$ cat src/rtl/deadlock_mon_pkg.sv
// deadlock_mon_pkg: shared FSM state encoding and counter widths for the AXIS deadlock monitor
package deadlock_mon_pkg;
    typedef enum logic [1:0] {
        IDLE    = 2'd0,
        SUSPECT = 2'd1,
        BLOCKED = 2'd2
    } state_e;
    localparam int CNT_W = 16;
    localparam int EVT_W = 8;
endpackage

$ cat src/rtl/deadlock_stall_detect.sv
// deadlock_stall_detect: combinational stall term; all-idle means the kernel finished, not stalled
module deadlock_stall_detect #(
    parameter int N_AXIS = 3,
    parameter int N_INST = 2
) (
    input  logic [N_AXIS-1:0] axis_block_sigs,
    input  logic [N_INST-1:0] inst_idle_sigs,
    input  logic [N_INST-1:0] inst_block_sigs,
    output logic              stall
);
    assign stall = (|axis_block_sigs) & (&(inst_idle_sigs | inst_block_sigs)) & ~(&inst_idle_sigs);
endmodule

$ cat src/rtl/axis_deadlock_monitor.sv
// axis_deadlock_monitor: latches a deadlock flag after THRESHOLD consecutive stalled cycles.
// Optional saturating block-event counter enabled by DEADLOCK_MON_EVENT_CNT_EN.
module axis_deadlock_monitor
    import deadlock_mon_pkg::*;
#(
    parameter int N_AXIS    = 3,
    parameter int N_INST    = 2,
    parameter int THRESHOLD = 16
) (
    input  logic              kernel_monitor_clock,
    input  logic              kernel_monitor_reset,
    input  logic [N_AXIS-1:0] axis_block_sigs,
    input  logic [N_INST-1:0] inst_idle_sigs,
    input  logic [N_INST-1:0] inst_block_sigs,
    input  logic              clear,
    output logic              block,
    output logic              block_rise,
    output logic [N_AXIS-1:0] block_chan,
    output logic [CNT_W-1:0]  stall_cnt
`ifdef DEADLOCK_MON_EVENT_CNT_EN
    ,
    output logic [EVT_W-1:0]  event_cnt
`endif
);
    localparam logic [CNT_W-1:0] THR = CNT_W'(THRESHOLD);

    state_e            state_q;
    logic [CNT_W-1:0]  cnt_q, cnt_d;
    logic [N_AXIS-1:0] chan_q;
    logic              block_q, rise_q, stall, hit;

    deadlock_stall_detect #(.N_AXIS(N_AXIS), .N_INST(N_INST)) u_detect (
        .axis_block_sigs(axis_block_sigs),
        .inst_idle_sigs (inst_idle_sigs),
        .inst_block_sigs(inst_block_sigs),
        .stall          (stall)
    );

    // The first stall out of IDLE counts as 1, so THRESHOLD==1 blocks straight from IDLE.
    assign cnt_d = (state_q == IDLE) ? CNT_W'(1) : cnt_q + CNT_W'(1);
    assign hit   = stall && (state_q != BLOCKED) && (cnt_d == THR);

    always_ff @(posedge kernel_monitor_clock or posedge kernel_monitor_reset) begin
        if (kernel_monitor_reset) begin
            state_q <= IDLE;
            cnt_q   <= '0;
            chan_q  <= '0;
            block_q <= 1'b0;
            rise_q  <= 1'b0;
        end else if (clear) begin
            state_q <= IDLE;
            cnt_q   <= '0;
            chan_q  <= '0;
            block_q <= 1'b0;
            rise_q  <= 1'b0;
        end else begin
            rise_q <= hit;
            if (hit) begin
                state_q <= BLOCKED;
                cnt_q   <= cnt_d;
                chan_q  <= axis_block_sigs;
                block_q <= 1'b1;
            end else if (state_q != BLOCKED) begin
                state_q <= stall ? SUSPECT : IDLE;
                cnt_q   <= stall ? cnt_d : '0;
            end
        end
    end

`ifdef DEADLOCK_MON_EVENT_CNT_EN
    logic [EVT_W-1:0] evt_q;
    // Survives clear so the count spans multiple recoveries.
    always_ff @(posedge kernel_monitor_clock or posedge kernel_monitor_reset) begin
        if (kernel_monitor_reset) evt_q <= '0;
        else if (hit && !clear && evt_q != '1) evt_q <= evt_q + EVT_W'(1);
    end
    assign event_cnt = evt_q;
`endif

    assign block      = block_q;
    assign block_rise = rise_q;
    assign block_chan = chan_q;
    assign stall_cnt  = cnt_q;
endmodule

$ cat config.mk
export PLATFORM = sky130hd
export DESIGN_NAME = axis_deadlock_monitor
export DESIGN_NICKNAME = d
export VERILOG_FILES = /design/src/rtl/deadlock_mon_pkg.sv /design/src/rtl/deadlock_stall_detect.sv /design/src/rtl/axis_deadlock_monitor.sv
export SDC_FILE = /design/constraint.sdc
export NUM_CORES = 1
export LEC_CHECK = 0
export ABC_CLOCK_PERIOD_IN_PS = 3900
export BUFFER_PORTS_ARGS = -buffer_cell sky130_fd_sc_hd__buf_2
export CORE_MARGIN = 5
export CORE_UTILIZATION = 57
export CTS_BUF_LIST = sky130_fd_sc_hd__clkbuf_16
export CTS_CLUSTER_DIAMETER = 200
export DETAILED_ROUTE_END_ITERATION = 6
export PLACE_DENSITY_LB_ADDON = 0.1
export SYNTH_ARGS = -nofsm -noshare
export SYNTH_HDL_FRONTEND = slang
export SYNTH_SLANG_ARGS = --single-unit
export TNS_END_PERCENT = 10
$ cat constraint.sdc
create_clock -name kernel_monitor_clock -period 3.9 [get_ports kernel_monitor_clock]
set_input_delay 0.585 -clock kernel_monitor_clock [delete_from_list [all_inputs] [get_ports kernel_monitor_clock]]
set_output_delay 0.585 -clock kernel_monitor_clock [all_outputs]
set_load 0.01 [all_outputs]
[Word level (Yosys, flattened, before mapping)]
Index checks and enable logic that the tools add are counted.
Storage, ports and cells
  bits in registers: 23
  bits in latches: 0
  memory bits (writable): 0
  memory bits (read-only): 0
  input bits: 10
  output and inout bits: 21
  memories kept: 0
Operators by class
  add/sub/neg operators: 1
  multipliers: 0
  divide/modulo/power cells: 0
  $lt $le $gt $ge: 0
  equality and inequality tests: 2
  shifts and indexed selects: 0
  mux-type cells: 14
  bitwise gates (word level): 4
  reductions and logical operators: 8
Operator list (count)
  two-way mux 16 bit: 5
  adder 16 x 1 -> 16 bit (second input constant): 1
  equality test 16 x 5 -> 1 bit (second input constant): 1
  two-way mux 2 bit: 3
  two-way mux 3 bit: 2
  two-way mux 1 bit: 4
  AND reduction 2 bit: 2
  nonzero test 3 bit: 1
  OR reduction 3 bit: 1
  AND 1 bit: 2
  logical AND 1 bit: 2
  logical NOT 2 bit: 1
  != test 2 bit (second input constant): 1
  OR 2 bit: 1
  nonzero test 2 bit: 1
  NOT 1 bit: 1

[Depth between registers and ports, before layout]
Gate-level depths: netlist of the first run.
  depth in word-level cells: 8
  depth in mapped cells: 7
  mapped depth without buffers: 7

[Hierarchy]
From an unflattened synthesis of the first run, not the netlist that was laid out.
Second synthesis, totals
  cells, all modules: 169
  area total of the unflattened synthesis: 1522.7 um^2
By module, submodules not included
  axis_deadlock_monitor: instances 1, cells each 166, area an instance 1493.9 um^2, sequential area each 575.6 um^2
  deadlock_stall_detect: instances 1, cells each 3, area an instance 28.8 um^2, sequential area each 0.0 um^2

[Least setup slack after synthesis of the first run]
OpenSTA, ideal clock, no wires.
  kind: register -> register
  start: reg cnt_q[0] (netlist: stall_cnt[0])
  end: reg chan_q[0] (netlist: block_chan[0])
  arrival time: 2213 ps
  required time: 3836 ps
  setup slack: 1623 ps
  cell stages (with the launch flop): 8
  clock period less this slack: 2277 ps
  path through: dfrtp_1 ha_1 nand3_4 or4_1 a21oi_1 nor3_1 a41o_1 a2bb2o_2
On the way
  longest elaborated chain between the ends: 5
RTL lines
  start, declared: line axis_deadlock_monitor.sv:28  | logic [CNT_W-1:0] cnt_q, cnt_d;
  start signal, assigned: line axis_deadlock_monitor.sv:60  | cnt_q <= cnt_d;
  start signal, assigned: line axis_deadlock_monitor.sv:65  | cnt_q <= stall ? cnt_d : '0;
  adder 16 x 1 -> 16 bit: line axis_deadlock_monitor.sv:40  | assign cnt_d = (state_q == IDLE) ? CNT_W'(1) : cnt_q + CNT_W'(1);
  two-way mux 16 bit: line axis_deadlock_monitor.sv:40
  equality test 16 x 5 -> 1 bit: line axis_deadlock_monitor.sv:41  | assign hit = stall && (state_q != BLOCKED) && (cnt_d == THR);
  logical AND 1 bit: line axis_deadlock_monitor.sv:41
  nonzero test 2 bit (no source line)
  end signal, assigned: line axis_deadlock_monitor.sv:61  | chan_q <= axis_block_sigs;
  end, declared: line axis_deadlock_monitor.sv:29  | logic [N_AXIS-1:0] chan_q;
No other way between the ends.
A chain may end at the register's enable or synchronous reset.

[Worst setup path after layout of the first run]
Same ends and word-level chain as after synthesis.

==> flow_results.org, run 1 <==
** Setup path
- Data arrival time of the critical path :: 2.73 ns
- The worst register-to-register path ends at block_chan[0].
- Launching point of the worst reg2reg path :: stall_cnt[0]
- Among all stages on the critical path, the largest delay is contributed by sky130_fd_sc_hd__or4_1.
- The worst register-to-register path has a depth of 7.
- The largest single stage delay on the critical path is 0.54 ns.
- STA puts the critical path data required time at 4.10 ns.
- Reg-to-reg slack, setup :: 1.37 ns
- List of cells traversed by the critical path :: ha_1 > nand3_4 > or4_1 > a21oi_1 > nor3_1 > a41o_1 > a2bb2o_2
- Sort of element at the end of the critical path :: register
- Highest fanout seen on the critical path :: 10
- By startpoint and endpoint, the worst setup path is classified as reg2reg.
- Critical path startpoint category :: register

** Final layout
- The filler cells instantiated in the layout total 214.
- Ant diodes :: 0
- With fillers left out, the area of the finished cells amounts to 0.001695 mm^2.
- The library cell used most frequently in the layout, excluding fill and tap cells, is sky130_fd_sc_hd__buf_2.
- Number of cells in the finished layout apart from fillers :: 215
- Area growth from synthesis to layout :: 14.06%
- After the last flow step, the layout net total stands at 197.
- For this run, the share of the core covered by cells in the final layout is 0.6843.
- In the layout the commonest cells are sky130_fd_sc_hd__buf_2, sky130_fd_sc_hd__dfrtp_1, sky130_fd_sc_hd__o21ai_0.
- In the final layout, the share of cells above drive strength 1 is 0.2378.

** Synth
- During synthesis, Yosys emitted a total of 0 warnings.
- Count of different cell masters after synthesis :: 48
- Dividing the synthesized area by the synthesized cell count gives 9.290 um^2.
- Counting every net in the synthesized netlist gives 171.
- Area of the mapped netlist :: 0.001486 mm^2
- Synthesis produced 160 cells.
- Sequential cell area fraction in the yosys report :: 0.3872
- Number of storage elements in the synthesis netlist :: 23

** Power
- Cell internal power was estimated by the tool at 387.7 uW.
- Logic pwr share :: 0.058
- Switching power total :: 104.7 uW
- Of the total power, the share spent switching nets is 0.2127.
- Flop pwr share :: 0.494
- The completed layout was analyzed and its total power is 492.4 uW.
- Part of the power in the clock network :: 0.448
- VDD sags by at most 0.2079 mV.
- Power spread over the standard cell area amounts to 290.4 mW/mm^2.
- P_leak :: 0.7561 nW

** Clocking
- The later pin in the worst-skew pair is clocked with a latency of 0.25 ns.
- Number of buffers on the longest clock path :: 2
- TritonCTS built the clock tree.
- Clock-pin slew was measured on the worst setup and hold paths at 0.06 ns.
- Number of instances resized during post-cts repair :: 0
- TritonCTS buffer count :: 3
- CTS placed an instance of sky130_fd_sc_hd__clkbuf_16 at the clock tree root.
- Number of buffers inserted by hold repair at cts :: 0
- # Post-CTS Setup Buffers :: 0
- In this run the number of H-tree levels came out at 1.
- The clock drives 23 sinks.

** Global routing
- Number of antenna violations at the first check in global routing :: 0
- Pin count of the biggest net entering global routing :: 24
- The via count of the first global-routing pass was 1304.
- Total overflow reported by the global router :: 0
- Overall fraction of global-route tracks in use :: 0.2123
- Wire length of the first global-routing pass :: 5.927 mm

** Place
- Port bufs :: 30
- Counting tap cells, the placed design contains a total of 211 instances.
- At the end of routability-driven placement, the weighted congestion stood at 0.8350.
- Detailed placement finished with a half-perimeter wire length of 2.462 mm.
- Standard cell area after detailed placement :: 0.001617 mm^2

** Timing
- Number of setup violations in the final report :: 0
- For the final database, setup skew stands at 0.003493 ns.
- In the final timing run, aggregate negative setup slack is 0 ns.
- Highest achievable clock rate :: 395.1 MHz
- Final worst-path cycle share :: 0.6490
- In this run the tightest slew margin relative to its limit is 0.4265.
- Count of endpoints failing hold in the final timing report :: 0
- For the pin with the worst max-slew slack, the measured transition is 0.8594 ns.
- The number of slew-limit violations in the final report is 0.
- Unrepaired setup endpoints after global routing :: no
- The clock period could shrink to 2.531 ns.

** Drt
- Vias per inst :: 6.358
- DRC violations left :: 0
- The first routing iteration left 71 violations.
- After detailed routing, the average wire length per cell comes to 16.65 um.
- The routed layout has 1367 vias.
- The routed design has 3.579 mm of wire.
- Post-route ant nets :: 0
- Before antenna repair, the detailed router went through 4 iterations.

** Hold path
- Tightest Hold Check Type :: in2async

** Floorplanning
- Die ar. :: 0.003729 mm^2
- Row count :: 18
- The die is 61.07 um wide.
- From bottom edge to top edge, the die measures 61.07 um.
- Total I/O pin count :: 31
- Initial core utilization :: 0.6000
- The core region is 0.002477 mm^2.

** Job
- Number of violations of the max-capacitance limit :: 0

** Status
- Status :: finished clean
[stage by stage]
| stage | hold slack [ns] | setup slack (ns) |
|---|---|---|
| floorplan | 0.5507 | 1.623 |
| global placement | 0.5247 | 1.476 |
| detailed placement | 0.5365 | 1.400 |
| CTS | 0.5418 | 1.394 |
| global route | 0.5633 | 1.228 |
| finish | 0.5012 | 1.369 |
[layer usage]
metal,share of wire,vias up,GRT usage
li1,-,655,-
met1,0.44,654,0.2829
met5,0,-,0
met2,0.49,54,0.3535
met4,0.0081,0,0.07740
met3,0.062,4,0.02725
[sequential cells by signal, summed over array words and instances (netlist names)]
register / count
stall_cnt: 16
state_q: 2
block: 1
block_rise: 1
block_chan: 3
[worst max-delay path by stage]
| stage | depth (start not counted) | slack (ns) | end | start |
|---|---|---|---|---|
| 5_1_grt | 7 | 1.23 | block_chan[1] | stall_cnt[1] |
| 6_report | 7 | 1.37 | block_chan[0] | stall_cnt[0] |
| 3_5_place_dp | 7 | 1.40 | stall_cnt[7] | inst_idle_sigs[0] |
| 2_1_floorplan | 7 | 1.62 | block_chan[0] | stall_cnt[0] |
| 4_1_cts | 7 | 1.39 | block_chan[0] | stall_cnt[0] |
| 3_3_place_gp | 7 | 1.48 | block_chan[0] | stall_cnt[0] |
[cell families (layout without fill, tap and decap cells)]
| group | count (synthesis) | count (layout) | share of synthesized area |
|---|---|---|---|
| compound gates | 51 | 51 | 0.2500 |
| xor+xnor | 8 | 8 | 0.04714 |
| mux | 2 | 2 | 0.01347 |
| buf+inv | 16 | 41 | 0.05639 |
| fa+ha+maj | 1 | 1 | 0.008416 |
| flops | 23 | 23 | 0.3872 |
| simple gates | 59 | 59 | 0.2374 |
[synthesized netlist by cell type (all sizes together)]
cell type / number / area [um^2]
nand3: 7 / 47.55
a2111oi: 1 / 15.01
and4: 3 / 28.78
a211oi: 3 / 27.52
nor3: 4 / 20.02
a41o: 2 / 20.02
xnor2: 3 / 26.28
nor2b: 2 / 12.51
nand2: 10 / 37.54
nand4: 3 / 33.78
a22o: 3 / 26.28
a21oi: 6 / 30.03
nand3b: 2 / 15.01
inv: 7 / 26.28
mux2i: 2 / 20.02
a311oi: 2 / 17.52
a31oi: 2 / 12.51
nor2: 13 / 48.80
xor2: 5 / 43.79
or4: 2 / 18.77
or2: 2 / 12.52
a22oi: 1 / 7.510
and3: 1 / 6.260
buf: 5 / 42.53
a2bb2o: 3 / 42.54
and2: 3 / 18.77
nor4: 4 / 31.28
o31ai: 6 / 45.04
o21ai: 17 / 85.08
dfrtp: 23 / 575.6
o41ai: 2 / 17.52
ha: 1 / 12.51
nand2b: 2 / 12.51
o21bai: 1 / 7.510
clkbuf: 4 / 15.01
a31o: 1 / 8.760
nor4b: 1 / 8.760
a41oi: 1 / 8.760
[worst max-delay path, delay by kind of cell, from the launching register on]
family,cells,cell delay [ns]
compound gates,3,0.86
simple gates,3,0.83
flops,1,0.45
fa+ha+maj,1,0.33
[power groups by stage]
| stage | clock [mW] | combinational (mW) | sequential (mW) |
|---|---|---|---|
| floorplan | 0 | 0.0183 | 0.246 |
| global placement | 0 | 0.0276 | 0.247 |
| finish | 0.221 | 0.0286 | 0.243 |
| detailed placement | 0 | 0.0288 | 0.247 |
| CTS | 0.225 | 0.0290 | 0.243 |
| global route | 0.235 | 0.0322 | 0.243 |
[cell type report]
type                            instances  area [um^2]  share of cell area
Multi-Input combinational cell        121        827.0              0.4878
Sequential cell                        23        575.6              0.3395
Tap cell                               30        37.54             0.02214
Inverter                                7        26.28             0.01550
Clock inverter                          1        3.754            0.002214
Clock buffer                            3        75.07             0.04428
Timing Repair Buffer                   30        150.1             0.08856
No activity file was read; power rests on OpenSTA's default activity.
==> run 2: changes to the inputs <==
Settings changed: ABC_CLOCK_PERIOD_IN_PS 3900 to 2500, CORE_UTILIZATION 57 to 54.
Clock period 3.9 ns to 2.5 ns, I/O delays scaled along.
==> run 2 against run 1 <==
Fmax up 6.6%. Sequential power is 56% higher. Cell count rose by 4.7%. Final area rose by 4.9%. Clock-buffer cell count unchanged. Worst setup slack got worse by 1.2 ns. Largest power group unchanged.
==> flow_results.org, run 2 (same netlist as run 1, synthesis figures left out) <==
** Status
- The flow ran to the end, and the final reports show no timing, DRC or antenna violations.

** Timing
- Summed negative setup slack over all endpoints :: 0 ns
- The worst path meets setup with 0.1262 ns of slack.
- The number of slew-limit violations in the final report is 0.
- On the final layout, the worst clock skew is 0.003548 ns.
- The count of endpoints failing hold in the final timing report came to 0.
- Max-Slew Margin vs Limit :: 0.4046
- Hold is met by 0.2993 ns.
- Dividing the final minimum period by the clock period gives 0.9495.
- Highest achievable clock rate :: 421.3 MHz
- After layout, the minimum clock period comes to 2.374 ns.
- Setup violations remaining at the end of the flow were counted as 0.
- At the pin with the least slew margin, the transition time is 0.8921 ns.
- Setup repair after global routing left no endpoint under its margin.

** Place
- Input and output buffers added on the ports amount to 30.
- Worst slack after detailed placement :: 0.09442 ns
- Final Wtd Congestion :: 0.8649
- DPL Wire Length :: 2.618 mm
- Once placement completed, the tool counted placed cells totaling 221.
- The placed instances occupy a cell area of 0.001685 mm^2.

** Final layout
- Of the cells placed in the final design, the portion with a size suffix greater than 1 is 0.2938.
- The filler cells instantiated in the layout total 228.
- Area growth from synthesis to layout :: 19.61%
- The register with the most flip-flops in the layout has 16 of them.
- The library cell used most frequently in the layout, excluding fill and tap cells, is sky130_fd_sc_hd__buf_2.
- Number of cells in the finished layout apart from fillers :: 225
- Measured on the finished design, the core utilization comes to 0.6619.
- Most used cells in the layout excluding fill and tap cells :: sky130_fd_sc_hd__buf_2, sky130_fd_sc_hd__dfrtp_1, sky130_fd_sc_hd__o21ai_0
- Post-Layout Inst Area :: 0.001778 mm^2
- NumNets Final :: 206
- 0 antenna diodes ended up in the layout.

** Power
- In this run the power spent charging and discharging nets is 165.5 uW.
- Part of the power in the clock network :: 0.448
- The share of total power dissipated in combinational logic is 0.063.
- The analysis attributes to cell leakage a power of 0.7980 nW.
- Cell internal power was estimated by the tool at 607.1 uW.
- Of the total power, the share spent switching nets is 0.2142.
- Power comes to 772.6 uW.
- Flop pwr share :: 0.489
- Power per unit of standard cell area :: 434.5 mW/mm^2
- Peak VDD IR :: 0.3670 mV

** Setup path
- Data arrives at the worst endpoint at 2.57 ns.
- Critical path startpoint category :: register
- For this run, the slowest stage of the critical path takes 0.58 ns.
- Req. time, crit path :: 2.70 ns
- Together, buffers and inverters on the worst path number 0.
- Stages on the worst setup path :: 7
- For this design, the slowest cell found on the critical path is sky130_fd_sc_hd__or4_1.
- Counting cells, the worst reg-to-reg path comes to 7.
- Broken down by cell family, the worst path's largest delay share belongs to simple AND/OR/NAND/NOR gates.
- Highest fanout seen on the critical path :: 10
- List of cells traversed by the critical path :: ha_2 > nand3_4 > or4_1 > a21oi_2 > nor3_1 > a41o_1 > a2bb2o_2
- The worst setup path is of the reg2reg kind.
- Sort of element at the end of the critical path :: register

** Global routing
- The layer flagged by global routing as most heavily used is met2.
- In the global route stage, met3 resource usage came out at 0.03417.
- Met2 capacity usage during global routing :: 0.3381
- After global routing the overflow that remains totals 0.
- M1 GR Usage :: 0.2511
- Entering global routing, the biggest net connects 24 pins.
- Number of antenna violations at the first check in global routing :: 0
- The via count of the first global-routing pass came to 1369.
- Wire length of the first global-routing pass :: 6.465 mm
- For this run, the total global-route usage over all layers was measured as 0.1981.

** Clocking
- In this run the post-CTS setup repair buffer count came out at 0.
- Clock-pin slew was measured on the worst setup and hold paths at 0.06 ns.
- Clock tree synthesis selected as its root buffer the cell sky130_fd_sc_hd__clkbuf_16.
- TritonCTS built the clock tree.
- In this run the number of H-tree levels came out at 1.
- Number of buffers on the longest clock path :: 2
- Clock latency at the later pin of the worst-skew pair :: 0.26 ns
- The number of clock buffers added by TritonCTS is 3.
- Clk sinks :: 23

** Drt
- For this block, the via count after detailed routing is 1354.
- After detailed routing, the total wire length is 3.632 mm.
- In this run, the number of DRC markers left after iteration 0 of detailed routing was 65.
- The detail route stage leaves a number of antenna-violating nets equal to 0.
- Average routed wire per standard cell :: 16.14 um
- Vias per inst :: 6.018
- After detailed routing, the number of remaining DRC violations is 0.
- Number of iterations in the first detailed-routing pass :: 4

** Floorplanning
- The initialized floorplan defines 19 standard-cell rows.
- Die ar. :: 0.003902 mm^2
- Die boundary height :: 62.47 um
- Area inside the core boundary :: 0.002686 mm^2
- Pin placement for this block handled 31 I/O pins.
- Die X :: 62.47 um
- Initial core utilization :: 0.5533

** Hold path
- Tightest Hold Check Type :: in2async

** Job
- Max-cap violations in this run came to 0.
## run 2: cell count changes in the layout (fill, tap and decap cells not counted), sizes merged
cell	delta
buf	+9
## run 2: final timing paths
check | slack [ns] | end | startpoint
max | 0.13 | block_chan[0] | stall_cnt[1]
max in group asynchronous | 1.60 | stall_cnt[2] | kernel_monitor_reset
min reg2reg | 0.52 | stall_cnt[15] | stall_cnt[15]
min in group kernel_monitor_clock | 0.35 | block_chan[2] | axis_block_sigs[2]
max reg2reg | 0.13 | block_chan[0] | stall_cnt[1]
min | 0.30 | block_chan[1] | kernel_monitor_reset
## run 2: per-layer routing
| metal | vias up | wire length (um) |
|---|---|---|
| li1 | 671 | - |
| met1 | 643 | 1674 |
| met2 | 35 | 1742 |
| met3 | 5 | 175 |
| met4 | 0 | 39 |
| met5 | - | 0 |
## run 2: cell type report
type,instances,area (um^2),area share
Clock buffer,3,75.07,0.04222
Clock inverter,1,3.754,0.002111
Sequential cell,23,576.8,0.3244
Inverter,7,26.28,0.01478
Timing Repair Buffer,39,217.7,0.1224
Tap cell,31,38.79,0.02182
Multi-Input combinational cell,121,839.6,0.4722
## run 2: power by group through the flow
| stage | logic (mW) | clock network (mW) | registers (mW) |
|---|---|---|---|
| 4_1_cts | 0.0491 | 0.353 | 0.378 |
| 3_3_place_gp | 0.0471 | 0 | 0.384 |
| 6_report | 0.0486 | 0.346 | 0.378 |
| 2_1_floorplan | 0.0286 | 0 | 0.384 |
| 3_5_place_dp | 0.0485 | 0 | 0.384 |
| 5_1_grt | 0.0546 | 0.370 | 0.378 |
## run 2: timing repair
| action | 4_1_cts | 5_1_grt |
|---|---|---|
| hold buffers | 0 | 0 |
| setup endpoints to repair | 0 | 3 |
| resized for setup | 0 | 4 |
